===== src/rtl/ht_cmd_client.sv =====
// -----------------------------------------------------------------------------
// hash_table package : key/value widths and the command/result types shared by
//                      the hash table engine and its clients.
// ht_cmd_client      : host-side initiator for the hash table engine.
//   Accepts host requests and forwards them as ht_command_t (valid/ready). Each
//   returned ht_result_t is checked in order against the {key, opcode} that was
//   recorded when its command was accepted, and is then returned to the host as
//   a response. The block also tracks outstanding commands, flags ordering
//   mismatches and result timeouts, and runs a drain/flush sequence.
//
// Ports
//   clk_i, rst_n_i                 clock, asynchronous active-low reset
//   req_*_i / req_ready_o          host request channel (key, value, opcode)
//   cmd_o / cmd_valid_o / cmd_ready_i          command to the hash table
//   result_i / result_valid_i / result_ready_o result from the hash table
//   resp_*_o / resp_valid_o / resp_ready_i     response to the host
//   flush_i / flush_done_o         drain request (level) / 1-cycle completion pulse
//   outstanding_o                  commands accepted but not yet resulted
//   err_mismatch_o                 1-cycle pulse on a mismatched or unexpected result
//   err_timeout_o                  sticky result-timeout flag
//   mismatch_cnt_o                 saturating count of mismatch events
// -----------------------------------------------------------------------------
package hash_table;
   localparam int KEY_WIDTH   = 16;
   localparam int VALUE_WIDTH = 16;

   typedef enum logic [1:0] {
      OP_SEARCH = 2'd0,
      OP_INSERT = 2'd1,
      OP_DELETE = 2'd2
   } ht_opcode_t;

   typedef enum logic [1:0] {
      RES_FOUND     = 2'd0,
      RES_NOT_FOUND = 2'd1,
      RES_SUCCESS   = 2'd2,
      RES_FAIL      = 2'd3
   } ht_rescode_t;

   typedef struct packed {
      logic [KEY_WIDTH-1:0]   key;
      logic [VALUE_WIDTH-1:0] value;
      ht_opcode_t             opcode;
   } ht_command_t;

   typedef struct packed {
      ht_command_t            cmd;
      ht_rescode_t            rescode;
      logic [VALUE_WIDTH-1:0] found_value;
   } ht_result_t;
endpackage

module ht_cmd_client
   import hash_table::*;
#(
   parameter int MAX_OUTSTANDING = 8,
   parameter int TIMEOUT_CYCLES  = 1024,
   parameter int CNT_WIDTH       = 16
) (
   input  logic                               clk_i,
   input  logic                               rst_n_i,
   input  logic [KEY_WIDTH-1:0]               req_key_i,
   input  logic [VALUE_WIDTH-1:0]             req_value_i,
   input  ht_opcode_t                         req_opcode_i,
   input  logic                               req_valid_i,
   output logic                               req_ready_o,
   output ht_command_t                        cmd_o,
   output logic                               cmd_valid_o,
   input  logic                               cmd_ready_i,
   input  ht_result_t                         result_i,
   input  logic                               result_valid_i,
   output logic                               result_ready_o,
   output logic [KEY_WIDTH-1:0]               resp_key_o,
   output logic [VALUE_WIDTH-1:0]             resp_value_o,
   output ht_rescode_t                        resp_rescode_o,
   output logic                               resp_valid_o,
   input  logic                               resp_ready_i,
   input  logic                               flush_i,
   output logic                               flush_done_o,
   output logic [$clog2(MAX_OUTSTANDING):0]   outstanding_o,
   output logic                               err_mismatch_o,
   output logic                               err_timeout_o,
   output logic [CNT_WIDTH-1:0]               mismatch_cnt_o
);

   localparam int PTR_W = $clog2(MAX_OUTSTANDING);
   localparam int OUT_W = PTR_W + 1;
   localparam int TMR_W = $clog2(TIMEOUT_CYCLES + 1);

   typedef struct packed {
      logic [KEY_WIDTH-1:0] key;
      ht_opcode_t           opcode;
   } tag_t;

   typedef enum logic [1:0] {
      ST_RUN   = 2'd0,
      ST_DRAIN = 2'd1,
      ST_DONE  = 2'd2
   } state_t;

   state_t                   state_q,        state_d;
   ht_command_t              cmd_q,          cmd_d;
   logic                     cmd_valid_q,    cmd_valid_d;
   tag_t                     tag_mem_q [MAX_OUTSTANDING];
   tag_t                     tag_mem_d [MAX_OUTSTANDING];
   logic [PTR_W-1:0]         wr_ptr_q,       wr_ptr_d;
   logic [PTR_W-1:0]         rd_ptr_q,       rd_ptr_d;
   logic [OUT_W-1:0]         outstanding_q,  outstanding_d;
   logic [KEY_WIDTH-1:0]     resp_key_q,     resp_key_d;
   logic [VALUE_WIDTH-1:0]   resp_value_q,   resp_value_d;
   ht_rescode_t              resp_rescode_q, resp_rescode_d;
   logic                     resp_valid_q,   resp_valid_d;
   logic                     err_mismatch_q, err_mismatch_d;
   logic                     err_timeout_q,  err_timeout_d;
   logic [CNT_WIDTH-1:0]     mismatch_cnt_q, mismatch_cnt_d;
   logic [TMR_W-1:0]         timer_q,        timer_d;
   logic                     flush_done_q,   flush_done_d;

   logic req_acc;
   logic res_acc;
   logic pop;
   logic mismatch_evt;
   tag_t head_tag;

   assign req_ready_o    = (state_q == ST_RUN) && (!cmd_valid_q || cmd_ready_i) &&
                           (outstanding_q < OUT_W'(MAX_OUTSTANDING));
   assign result_ready_o = !resp_valid_q || resp_ready_i;

   assign req_acc  = req_valid_i && req_ready_o;
   assign res_acc  = result_valid_i && result_ready_o;
   // A result arriving with nothing outstanding has no tag to match; it is dropped.
   assign pop      = res_acc && (outstanding_q != '0);
   assign head_tag = tag_mem_q[rd_ptr_q];

   always_comb begin
      cmd_d          = cmd_q;
      cmd_valid_d    = cmd_valid_q;
      tag_mem_d      = tag_mem_q;
      wr_ptr_d       = wr_ptr_q;
      rd_ptr_d       = rd_ptr_q;
      outstanding_d  = outstanding_q;
      resp_key_d     = resp_key_q;
      resp_value_d   = resp_value_q;
      resp_rescode_d = resp_rescode_q;
      resp_valid_d   = resp_valid_q;
      mismatch_evt   = 1'b0;
      state_d        = state_q;
      flush_done_d   = 1'b0;

      // Command register: cleared on handshake, reloaded on a new accept.
      if (cmd_valid_q && cmd_ready_i) begin
         cmd_valid_d = 1'b0;
      end
      if (req_acc) begin
         cmd_d.key               = req_key_i;
         cmd_d.value             = req_value_i;
         cmd_d.opcode            = req_opcode_i;
         cmd_valid_d             = 1'b1;
         tag_mem_d[wr_ptr_q].key    = req_key_i;
         tag_mem_d[wr_ptr_q].opcode = req_opcode_i;
         wr_ptr_d                = wr_ptr_q + PTR_W'(1);
      end

      // Response register: same hold/reload pattern on the host side.
      if (resp_valid_q && resp_ready_i) begin
         resp_valid_d = 1'b0;
      end
      if (res_acc) begin
         if (pop) begin
            rd_ptr_d       = rd_ptr_q + PTR_W'(1);
            resp_key_d     = result_i.cmd.key;
            resp_value_d   = (result_i.cmd.opcode == OP_SEARCH) ? result_i.found_value
                                                                 : result_i.cmd.value;
            resp_rescode_d = result_i.rescode;
            resp_valid_d   = 1'b1;
            if ((head_tag.key != result_i.cmd.key) || (head_tag.opcode != result_i.cmd.opcode)) begin
               mismatch_evt = 1'b1;
            end
         end else begin
            mismatch_evt = 1'b1;
         end
      end

      case ({req_acc, pop})
         2'b10:   outstanding_d = outstanding_q + OUT_W'(1);
         2'b01:   outstanding_d = outstanding_q - OUT_W'(1);
         default: outstanding_d = outstanding_q;
      endcase

      err_mismatch_d = mismatch_evt;
      mismatch_cnt_d = mismatch_cnt_q;
      if (mismatch_evt && (mismatch_cnt_q != '1)) begin
         mismatch_cnt_d = mismatch_cnt_q + CNT_WIDTH'(1);
      end

      timer_d = timer_q;
      if ((outstanding_q == '0) || res_acc) begin
         timer_d = '0;
      end else if (timer_q < TMR_W'(TIMEOUT_CYCLES)) begin
         timer_d = timer_q + TMR_W'(1);
      end
      err_timeout_d = err_timeout_q || (timer_d == TMR_W'(TIMEOUT_CYCLES));

      case (state_q)
         ST_RUN: begin
            if (flush_i) begin
               state_d = ST_DRAIN;
            end
         end
         ST_DRAIN: begin
            if ((outstanding_q == '0) && !cmd_valid_q && !resp_valid_q) begin
               state_d = ST_DONE;
            end
         end
         ST_DONE: begin
            state_d = ST_RUN;
         end
         default: begin
            state_d = ST_RUN;
         end
      endcase
      // Registered pulse: high exactly while the FSM sits in DONE.
      flush_done_d = (state_d == ST_DONE);
   end

   always_ff @(posedge clk_i or negedge rst_n_i) begin
      if (!rst_n_i) begin
         state_q        <= ST_RUN;
         cmd_q          <= '0;
         cmd_valid_q    <= 1'b0;
         tag_mem_q      <= '{default: '0};
         wr_ptr_q       <= '0;
         rd_ptr_q       <= '0;
         outstanding_q  <= '0;
         resp_key_q     <= '0;
         resp_value_q   <= '0;
         resp_rescode_q <= RES_FOUND;
         resp_valid_q   <= 1'b0;
         err_mismatch_q <= 1'b0;
         err_timeout_q  <= 1'b0;
         mismatch_cnt_q <= '0;
         timer_q        <= '0;
         flush_done_q   <= 1'b0;
      end else begin
         state_q        <= state_d;
         cmd_q          <= cmd_d;
         cmd_valid_q    <= cmd_valid_d;
         tag_mem_q      <= tag_mem_d;
         wr_ptr_q       <= wr_ptr_d;
         rd_ptr_q       <= rd_ptr_d;
         outstanding_q  <= outstanding_d;
         resp_key_q     <= resp_key_d;
         resp_value_q   <= resp_value_d;
         resp_rescode_q <= resp_rescode_d;
         resp_valid_q   <= resp_valid_d;
         err_mismatch_q <= err_mismatch_d;
         err_timeout_q  <= err_timeout_d;
         mismatch_cnt_q <= mismatch_cnt_d;
         timer_q        <= timer_d;
         flush_done_q   <= flush_done_d;
      end
   end

   assign cmd_o          = cmd_q;
   assign cmd_valid_o    = cmd_valid_q;
   assign resp_key_o     = resp_key_q;
   assign resp_value_o   = resp_value_q;
   assign resp_rescode_o = resp_rescode_q;
   assign resp_valid_o   = resp_valid_q;
   assign flush_done_o   = flush_done_q;
   assign outstanding_o  = outstanding_q;
   assign err_mismatch_o = err_mismatch_q;
   assign err_timeout_o  = err_timeout_q;
   assign mismatch_cnt_o = mismatch_cnt_q;

endmodule


===== config.mk =====
export PLATFORM = sky130hd
export DESIGN_NAME = ht_cmd_client
export DESIGN_NICKNAME = d
export VERILOG_FILES = /design/src/rtl/ht_cmd_client.sv
export SDC_FILE = /design/constraint.sdc
export NUM_CORES = 1
export LEC_CHECK = 0
export CAP_MARGIN = 20
export CORE_UTILIZATION = 58
export DETAILED_ROUTE_END_ITERATION = 6
export GPL_TIMING_DRIVEN = 1
export PLACE_DENSITY = 0.84
export SLEW_MARGIN = 20
export SYNTH_ARGS = -nofsm -noshare
export SYNTH_HDL_FRONTEND = slang
export SYNTH_SLANG_ARGS = --single-unit

===== constraint.sdc =====
create_clock -name clk_i -period 7.8 [get_ports clk_i]
set_input_delay 1.17 -clock clk_i [delete_from_list [all_inputs] [get_ports clk_i]]
set_output_delay 1.17 -clock clk_i [all_outputs]
set_load 0.02 [all_outputs]

==> impl_metrics.yaml, run 1 <==
yosys:
  dominantRegCellSynth: "dfrtp_1"
  ys_ff_latch: 256
  synth_edf_count: 0
  seq_area_frac_synth_pct: 55.9
  synth.avg_cell_area_um2: 13.2
  async_flop_share_pct: 100
  synth_nets: 966
  synthCells: 865
  ys_warn_count: 0
  synth.distinct_cells: 46
  syn_area_um2: 11500
critical_path:
  worstSetupStartpointType: "input pin"
  critPathMaxStageDelay_ns: 0.91
  worst-path-buf-inv: 3
  critPathTopFamily: "simple AND/OR/NAND/NOR gates"
  worst_ep_required_time_ns: 8.20
  r2r_end: "mismatch_cnt_o[1]"
  arrival_ns: 4.64
  reg2regPathDepth: 9
  path_max_fanout: 41
  crit_chain: "clkdlybuf4s50_1, nor2b_1, nor4_1, and2_2, clkinv_1, buf_4, or4_1, mux2_2"
  critPathCaptureType: "flip-flop"
  r2r-start: "rd_ptr_q[0]"
  cp_slowest_cell: "or4_1"
  reg2reg_setup_slack_ns: 3.76
  critical_path_class: "in2reg"
timing:
  finalMaxSlewViolations: 0
  worstMarginPinSlew_ns: 1.08
  max_freq_mhz: 236
  tns_ns: 0
  setup_viol: 0
  fin_crit_sh_pct: 54.3
  hold_viol: 0
  period_needed_ns: 4.23
  slew_headroom_pct: 28.2
  clock_skew_ns: 0.00929
  grt_setup_unrepaired: "false"
  hold_ws_ns: 0.473
run_status:
  outcome: "complete, no violations"
global_routing:
  grt_pass1_vias: 7720
  antenna_found_initial: 0
  track_usage_pct: 25.9
  grt_max_degree: 119
  grt_pass1_wl_um: 40700
  grt-ovfl-total: 0
placed_design:
  hpwl_um: 16700
  routabilityCongestion: 0.771
  portBuffers: 187
route:
  ant_nets: 0
  drt_first_iter_violations: 472
  route.detailed.drc: 0
  avgRoutedWirePerCell_um: 19.5
  dr.pass1.iters: 5
  routed_wl_um: 26000
  vias: 7616
  routed_via_density: 5.70
power:
  leakagePower_nw: 6.61
  peakVddDrop_uv: 225
  power_mw: 5.02
  p_per_area_nw_per_um2: 346
hold_path:
  hold_depth: 2
  min_from: "cmd_o[22]"
  hp-class: "reg2reg"
  min_to: "cmd_o[22]"
cells_and_area:
  multi_input_area_um2: 4850
  drive_gt1_share_pct: 25.2
  synthToLayoutAreaGrowth_pct: 26.6
  fill_cells: 1230
  final_common_cell: "dfrtp_1"
  final_cell_mix: "dfrtp_1, clkdlybuf4s50_1, mux2_2"
  seq_area_um2: 6410
  antenna_cells: 0
  nets: 1152
clock_network:
  cts_hold_buf: 0
  cts_htree_levels: 1
  tritoncts.num_buffers: 26
  clkSinkCount: 256
  cts_resized: 0
  post-cts-setup-buffer-count: 0
  path_clk_slew_ns: 0.06
  clkLatencyLatePin_ns: 0.53
  ctsLongestPathBuffers: 3
  tritoncts: "yes"
  clockRootBuffer: "clkbuf_16"
die:
  die_area_um2: 20300
  ioPinCount: 188
  die_w_um: 143
  dieHeight_um: 143
  start_util_pct: 59.0
  fp-row-count: 51
  core_area_um2: 19400
run:
  max-cap-violations: 0
[worst min-delay path, stage by stage, from the launching register on]
cell,delay (ns)
dfrtp_1,0.34
nand2_1,0.05
nand2_1,0.06
[per-stage QoR]
step,util [%],instance area (um2),setup slack [ns],std cells
floorplan,-,11500,3.87,865
global placement,70.1,13600,3.19,1287
detailed placement,70.1,13600,3.06,1287
CTS,74.6,14500,3.58,1334
global route,74.8,14500,3.34,1335
finish,74.8,14500,3.57,1335
[cell type report]
class | count | area share [%]
tap | 265 | 2.29
timing repair buffer | 203 | 13.9
inverter | 5 | 0.129
multi-input combinational | 559 | 33.4
clock inverter | 7 | 0.587
clock buffer | 40 | 5.48
sequential | 256 | 44.2
[sequential cells by signal, indices dropped and copies added, names as in the netlist, 2 cells and up]
register        count
resp_rescode_o      2
resp_key_o         16
tag_mem_q         144
wr_ptr_q            3
state_q             2
outstanding_o       4
rd_ptr_q            3
mismatch_cnt_o     16
timer_q            11
cmd_o              34
resp_value_o       16
[synth_stat cells (all sizes together), types with 2 or more instances]
cell	number	area share [%]
a21oi	19	0.83
a221oi	3	0.23
and2	5	0.27
and3	7	0.38
and3b	2	0.15
and4	2	0.15
buf	18	1.0
clkbuf	27	0.88
dfrtp	256	56
ha	7	0.76
inv	5	0.16
mux2	171	17
mux2i	39	3.4
mux4	30	6.1
nand2	125	4.1
nand2b	3	0.16
nand3	12	0.74
nand4	9	0.55
nand4b	2	0.15
nor2	39	1.3
nor2b	3	0.16
nor3	7	0.31
nor3b	4	0.26
nor4	5	0.33
o21ai	3	0.13
o22ai	3	0.16
or3	3	0.16
or4	3	0.20
xnor2	28	2.1
xor2	18	1.4
[worst max path at each step]
stage                startpoint        endpoint  slack, ns  cells after the start
CTS                 cmd_ready_i  tag_mem_q[117]       3.58                      9
global placement    cmd_ready_i  tag_mem_q[128]       3.19                      8
detailed placement  cmd_ready_i  tag_mem_q[117]       3.06                      9
floorplan           cmd_ready_i  tag_mem_q[100]       3.87                      8
finish              cmd_ready_i  tag_mem_q[131]       3.57                      8
global route        cmd_ready_i  tag_mem_q[117]       3.34                      9
[metal layers]
metal	vias to the layer above	GRT usage (%)	routed length (um)
met5	-	0	0
met4	0	6.56	534
met3	47	4.48	1660
met2	243	43.4	12600
met1	3896	35.1	11200
li1	3430	-	-
[report_power, final]
part	total (mW)	internal, mW	switching (mW)	leakage [nW]
Clock	1.27	0.764	0.506	0.438
Sequential	1.99	1.73	0.259	3.31
Combinational	1.77	0.917	0.852	2.86
Total	5.02	3.41	1.62	6.61
[cells by family after synthesis]
| kind of cell | count (synthesis) | synth area share (%) |
|---|---|---|
| flops | 256 | 55.9 |
| mux | 240 | 26.3 |
| simple gates | 232 | 9.49 |
| buf+inv | 50 | 2.09 |
| xor+xnor | 46 | 3.52 |
| compound gates | 33 | 1.69 |
| fa+ha+maj | 8 | 0.939 |
Power figures use the tool's default switching activity.
==> run 2: changes to the inputs <==
--- a/config.mk
+++ b/config.mk
@@ -6,10 +6,10 @@
 export NUM_CORES = 1
 export LEC_CHECK = 0
 export CAP_MARGIN = 20
-export CORE_UTILIZATION = 58
+export CORE_UTILIZATION = 48
 export DETAILED_ROUTE_END_ITERATION = 6
 export GPL_TIMING_DRIVEN = 1
-export PLACE_DENSITY = 0.84
+export PLACE_DENSITY = 0.74
 export SLEW_MARGIN = 20
 export SYNTH_ARGS = -nofsm -noshare
 export SYNTH_HDL_FRONTEND = slang
==> constraint.sdc (replaced) <==
create_clock -name clk_i -period 3.8 [get_ports clk_i]
set_input_delay 0.57 -clock clk_i [delete_from_list [all_inputs] [get_ports clk_i]]
set_output_delay 0.57 -clock clk_i [all_outputs]
set_load 0.02 [all_outputs]
==> run 2 against run 1 <==
  * Clock-buffer cell count down 1
  * Sequential cell count unchanged
  * Final area up 0.74%
  * Clock power up 99%
==> impl_metrics.yaml, run 2 (same netlist as run 1, synthesis figures left out) <==
run_status:
  outcome: "complete, no violations"
route:
  routed_via_density: 5.36
  vias: 7488
  routed_wl_um: 25900
  drt_first_iter_violations: 382
  dr.pass1.iters: 4
  route.detailed.drc: 0
  ant_nets: 0
  avgRoutedWirePerCell_um: 18.5
critical_path:
  worst-path-buf-inv: 2
  path_max_fanout: 16
  crit_chain: "buf_4, mux4_2, mux2i_1, xor2_1, nand4_1, or4_1, buf_4, a41oi_1, a31oi_1"
  worst_ep_required_time_ns: 4.21
  reg2regPathDepth: 9
  critPathCaptureType: "flip-flop"
  critPathMaxStageDelay_ns: 0.61
  critPathTopFamily: "multiplexers"
  r2r-start: "rd_ptr_q[0]"
  crit_top_cell: "buf_4"
  cp_slowest_cell: "dfrtp_2"
  crit_start: "rd_ptr_q[0]"
  crit_end: "mismatch_cnt_o[14]"
  cp.depth: 9
  r2r_end: "mismatch_cnt_o[14]"
  worstSetupStartpointType: "flip-flop"
  critical_path_class: "reg2reg"
  arrival_ns: 3.73
  reg2reg_setup_slack_ns: 0.48
power:
  peakVddDrop_uv: 367
  leakagePower_nw: 6.65
  p_per_area_nw_per_um2: 697
placed_design:
  routabilityCongestion: 0.782
  hpwl_um: 17100
  portBuffers: 187
global_routing:
  grt_max_degree: 88
  antenna_found_initial: 0
  grt-ovfl-total: 0
  grt_pass1_wl_um: 41600
  track_usage_pct: 21.9
  grt_pass1_vias: 7676
timing:
  hold_viol: 0
  grt_setup_unrepaired: "false"
  finalMaxSlewViolations: 0
  hold_ws_ns: 0.0139
  fin_crit_sh_pct: 87.5
  worstMarginPinSlew_ns: 0.677
  tns_ns: 0
  setup_viol: 0
  period_needed_ns: 3.32
  slew_headroom_pct: 54.9
  max_freq_mhz: 301
  clock_skew_ns: 0.0132
clock_network:
  clockRootBuffer: "clkbuf_16"
  cts_htree_levels: 1
  tritoncts: "yes"
  post-cts-setup-buffer-count: 0
  path_clk_slew_ns: 0.06
  clkLatencyLatePin_ns: 0.53
  ctsLongestPathBuffers: 3
  tritoncts.num_buffers: 27
  clkSinkCount: 256
  cts_hold_buf: 0
  cts_resized: 0
die:
  die_area_um2: 24500
  fp-row-count: 56
  die_w_um: 156
  start_util_pct: 48.8
  dieHeight_um: 156
  ioPinCount: 188
  core_area_um2: 23500
cells_and_area:
  final_common_cell: "dfrtp_1"
  regMostFlops: "tag_mem_q"
  drive_gt1_share_pct: 25.9
  nets: 1161
  fill_cells: 1832
  largest_reg_flops: 144
  antenna_cells: 0
  final_cell_mix: "dfrtp_1, clkdlybuf4s50_1, mux2_2"
  synthToLayoutAreaGrowth_pct: 27.6
hold_path:
  hp-class: "in2async"
run:
  max-cap-violations: 0
-- run 2: cell count changes in the layout (fill, tap and decap cells not counted) --
cell	before	now
buf_12	0	2
buf_16	1	0
buf_4	15	22
bufinv_16	2	1
clkbuf_8	7	6
clkinv_1	1	0
clkinv_2	5	7
inv_2	0	1
inv_6	0	1
-- run 2: worst min path at each step --
stage	start	to	slack [ns]	cells after the start
3_3_place_gp	cmd_o[3]	cmd_o[3]	0.46	2
3_5_place_dp	cmd_o[3]	cmd_o[3]	0.46	2
5_1_grt	rst_n_i	cmd_o[11]	0.06	1
6_report	rst_n_i	cmd_o[6]	0.01	1
2_1_floorplan	rst_n_i	cmd_o[0]	0.27	0
4_1_cts	rst_n_i	cmd_o[10]	0.03	1
-- run 2: area by class of cell --
type / count / area, um2 / share of cell area [%]
Inverter: 5 / 18.8 / 0.128
Tap cell: 319 / 399 / 2.73
Clock inverter: 9 / 73.8 / 0.505
Clock buffer: 39 / 781 / 5.34
Sequential cell: 256 / 6410 / 43.9
Multi-Input combinational cell: 559 / 4850 / 33.2
Timing Repair Buffer: 211 / 2080 / 14.2
-- run 2: per-layer routing --
| metal | vias up | GRT usage (%) | part of all wire, % |
|---|---|---|---|
| met3 | 37 | 3.41 | 5.2 |
| li1 | 3436 | - | - |
| met1 | 3828 | 29.9 | 44 |
| met5 | - | 0 | 0 |
| met4 | 0 | 4.34 | 1.7 |
| met2 | 187 | 37.2 | 49 |
-- run 2: through the flow --
stage	cell area (um2)	setup WS (ns)	power [mW]	utilization, %	cells
detailed placement	13800	0.468	7.72	58.6	1350
CTS	14600	0.460	10.3	62.2	1398
global placement	13800	0.533	7.62	58.6	1350
finish	14600	0.475	10.2	62.2	1398
floorplan	11500	0.468	6.30	-	865
global route	14600	0.305	10.8	62.2	1398
-- run 2: report_power, final --
part           switching (mW)  total, mW  internal [mW]
combinational            1.62       3.52           1.91
clock                    1.05       2.53           1.49
sequential              0.587       4.13           3.54
==> run 3: changes to the inputs <==
--- a/config.mk
+++ b/config.mk
@@ -6,10 +6,11 @@
 export NUM_CORES = 1
 export LEC_CHECK = 0
 export CAP_MARGIN = 20
-export CORE_UTILIZATION = 48
+export CORE_UTILIZATION = 50
+export CTS_BUF_LIST = sky130_fd_sc_hd__clkbuf_2 sky130_fd_sc_hd__clkbuf_4 sky130_fd_sc_hd__clkbuf_8
 export DETAILED_ROUTE_END_ITERATION = 6
 export GPL_TIMING_DRIVEN = 1
-export PLACE_DENSITY = 0.74
+export PLACE_DENSITY = 0.77
 export SLEW_MARGIN = 20
 export SYNTH_ARGS = -nofsm -noshare
 export SYNTH_HDL_FRONTEND = slang
==> run 3 against run 2 <==
  * Sequential cell count unchanged
  * Sequential share of layout area down 0.31 points
  * Clock skew up 0.0088 ns
  * Highest routed layer unchanged
  * Largest cell class unchanged
  * Worst setup slack worse by 0.019 ns
  * Clock-buffer cell count up 32
  * Critical path type unchanged
  * Combinational power about the same
  * Critical path depth unchanged
  * Power up 1.6%
  * Fmax down 0.56%
  * Register-to-register slack worse by 0.02 ns
==> impl_metrics.yaml, run 3 (same netlist as run 1, synthesis figures left out) <==
critical_path:
  critPathCaptureType: "flip-flop"
  worst_ep_required_time_ns: 4.21
  arrival_ns: 3.76
  path_max_fanout: 27
  critical_path_class: "reg2reg"
  worstSetupStartpointType: "flip-flop"
cells_and_area:
  nets: 1175
  drive_gt1_share_pct: 28.4
  regMostFlops: "tag_mem_q"
  largest_reg_flops: 144
  finalInstanceArea_um2: 14700
  multi_input_area_um2: 4850
  final_common_cell: "dfrtp_1"
  final_cell_mix: "dfrtp_1, clkdlybuf4s50_1, mux2_2"
  fill_cells: 1669
  seq_area_um2: 6410
  synthToLayoutAreaGrowth_pct: 28.5
  antenna_cells: 0
timing:
  worstMarginPinSlew_ns: 0.723
  setup_ws_ns: 0.456
  period_needed_ns: 3.34
  grt_setup_unrepaired: "false"
  slew_headroom_pct: 51.8
  hold_ws_ns: 0.0383
  clock_skew_ns: 0.0220
  setup_viol: 0
  tns_ns: 0
  fin_crit_sh_pct: 88.0
  hold_viol: 0
  finalMaxSlewViolations: 0
  max_freq_mhz: 299
route:
  ant_nets: 0
  route.detailed.drc: 0
  avgRoutedWirePerCell_um: 18.6
  dr.pass1.iters: 4
  vias: 7500
  routed_via_density: 5.38
  routed_wl_um: 25900
  drt_first_iter_violations: 300
die:
  start_util_pct: 50.7
  ioPinCount: 188
  dieHeight_um: 153
  core_area_um2: 22600
  die_area_um2: 23500
  die_w_um: 153
  fp-row-count: 55
run:
  max-cap-violations: 0
power:
  p_clk_share_pct: 26.1
  peakVddDrop_uv: 450
  switching_share_pct: 31.8
  leakagePower_nw: 6.74
  sequentialPowerShare_pct: 40.0
  combPwrFrac_pct: 34.0
  p_per_area_nw_per_um2: 703
  power_mw: 10.3
  p_int_mw: 7.06
  p_sw_mw: 3.29
clock_network:
  clkLatencyLatePin_ns: 0.55
  tritoncts: "yes"
  cts_htree_levels: 2
  cts_hold_buf: 0
  path_clk_slew_ns: 0.06
  post-cts-setup-buffer-count: 0
  clkSinkCount: 256
  ctsLongestPathBuffers: 3
  cts_resized: 0
  tritoncts.num_buffers: 43
  clockRootBuffer: "clkbuf_8"
global_routing:
  grt-ovfl-total: 0
  grt_max_degree: 95
  track_usage_pct: 22.9
  antenna_found_initial: 0
  grt_pass1_wl_um: 42300
  grt_pass1_vias: 7902
placed_design:
  hpwl_um: 16900
  portBuffers: 187
  place_area_um2: 13700
  dp_slack_ns: 0.444
  routabilityCongestion: 0.774
hold_path:
  hp-class: "in2async"
run_status:
  outcome: "complete, no violations"
-- run 3: path summary, 6_finish.rpt --
path | from | endpoint | slack [ns] | depth (start not counted)
worst max register to register | rd_ptr_q[1] | mismatch_cnt_o[1] | 0.46 | 9
worst min register to register | cmd_o[23] | cmd_o[23] | 0.47 | 2
min in group clk_i | cmd_o[23] | cmd_o[23] | 0.47 | 2
worst max-delay path | rd_ptr_q[1] | mismatch_cnt_o[1] | 0.46 | 9
worst min-delay path | rst_n_i | cmd_o[11] | 0.04 | 1
max in group asynchronous | rst_n_i | rd_ptr_q[0] | 2.85 | 2
-- run 3: final cells by class --
cell class | instances | area share (%)
clock buffers | 71 | 6.00
clock inverters | 8 | 0.655
inverters | 5 | 0.128
multi-input cells | 559 | 32.9
flip-flops and latches | 256 | 43.5
well taps | 285 | 2.42
repair buffers | 209 | 14.3
-- run 3: power by group through the flow --
stage,Sequential (mW),Combinational [mW],Clock [mW]
floorplan,4.41,1.90,0
CTS,4.14,3.55,2.76
global placement,4.15,3.47,0
finish,4.13,3.51,2.70
global route,4.25,3.79,2.91
detailed placement,4.18,3.54,0
-- run 3: layer usage --
metal  global-route usage, %  share of wire (%)  vias to the layer above
met5                       0                  0                        -
met4                    6.38                1.5                        0
met3                    4.03                5.1                       31
met2                    38.3                 49                      204
met1                    30.8                 44                     3785
li1                        -                  -                     3480
-- run 3: worst max-delay path, cell delays in order, from the launching register on --
cell,delay (ns)
dfrtp_2,0.82
buf_4,0.39
mux2_2,0.37
o22ai_1,0.15
a221oi_1,0.08
xnor2_1,0.15
nand4_1,0.09
or4_1,0.65
nand3_2,0.16
mux2_1,0.33
-- run 3: per-stage QoR --
step,cells,utilization (%)
6_report,1393,65.2
5_1_grt,1393,65.2
4_1_cts,1393,65.2
3_5_place_dp,1314,60.9
3_3_place_gp,1314,60.9
2_1_floorplan,865,-
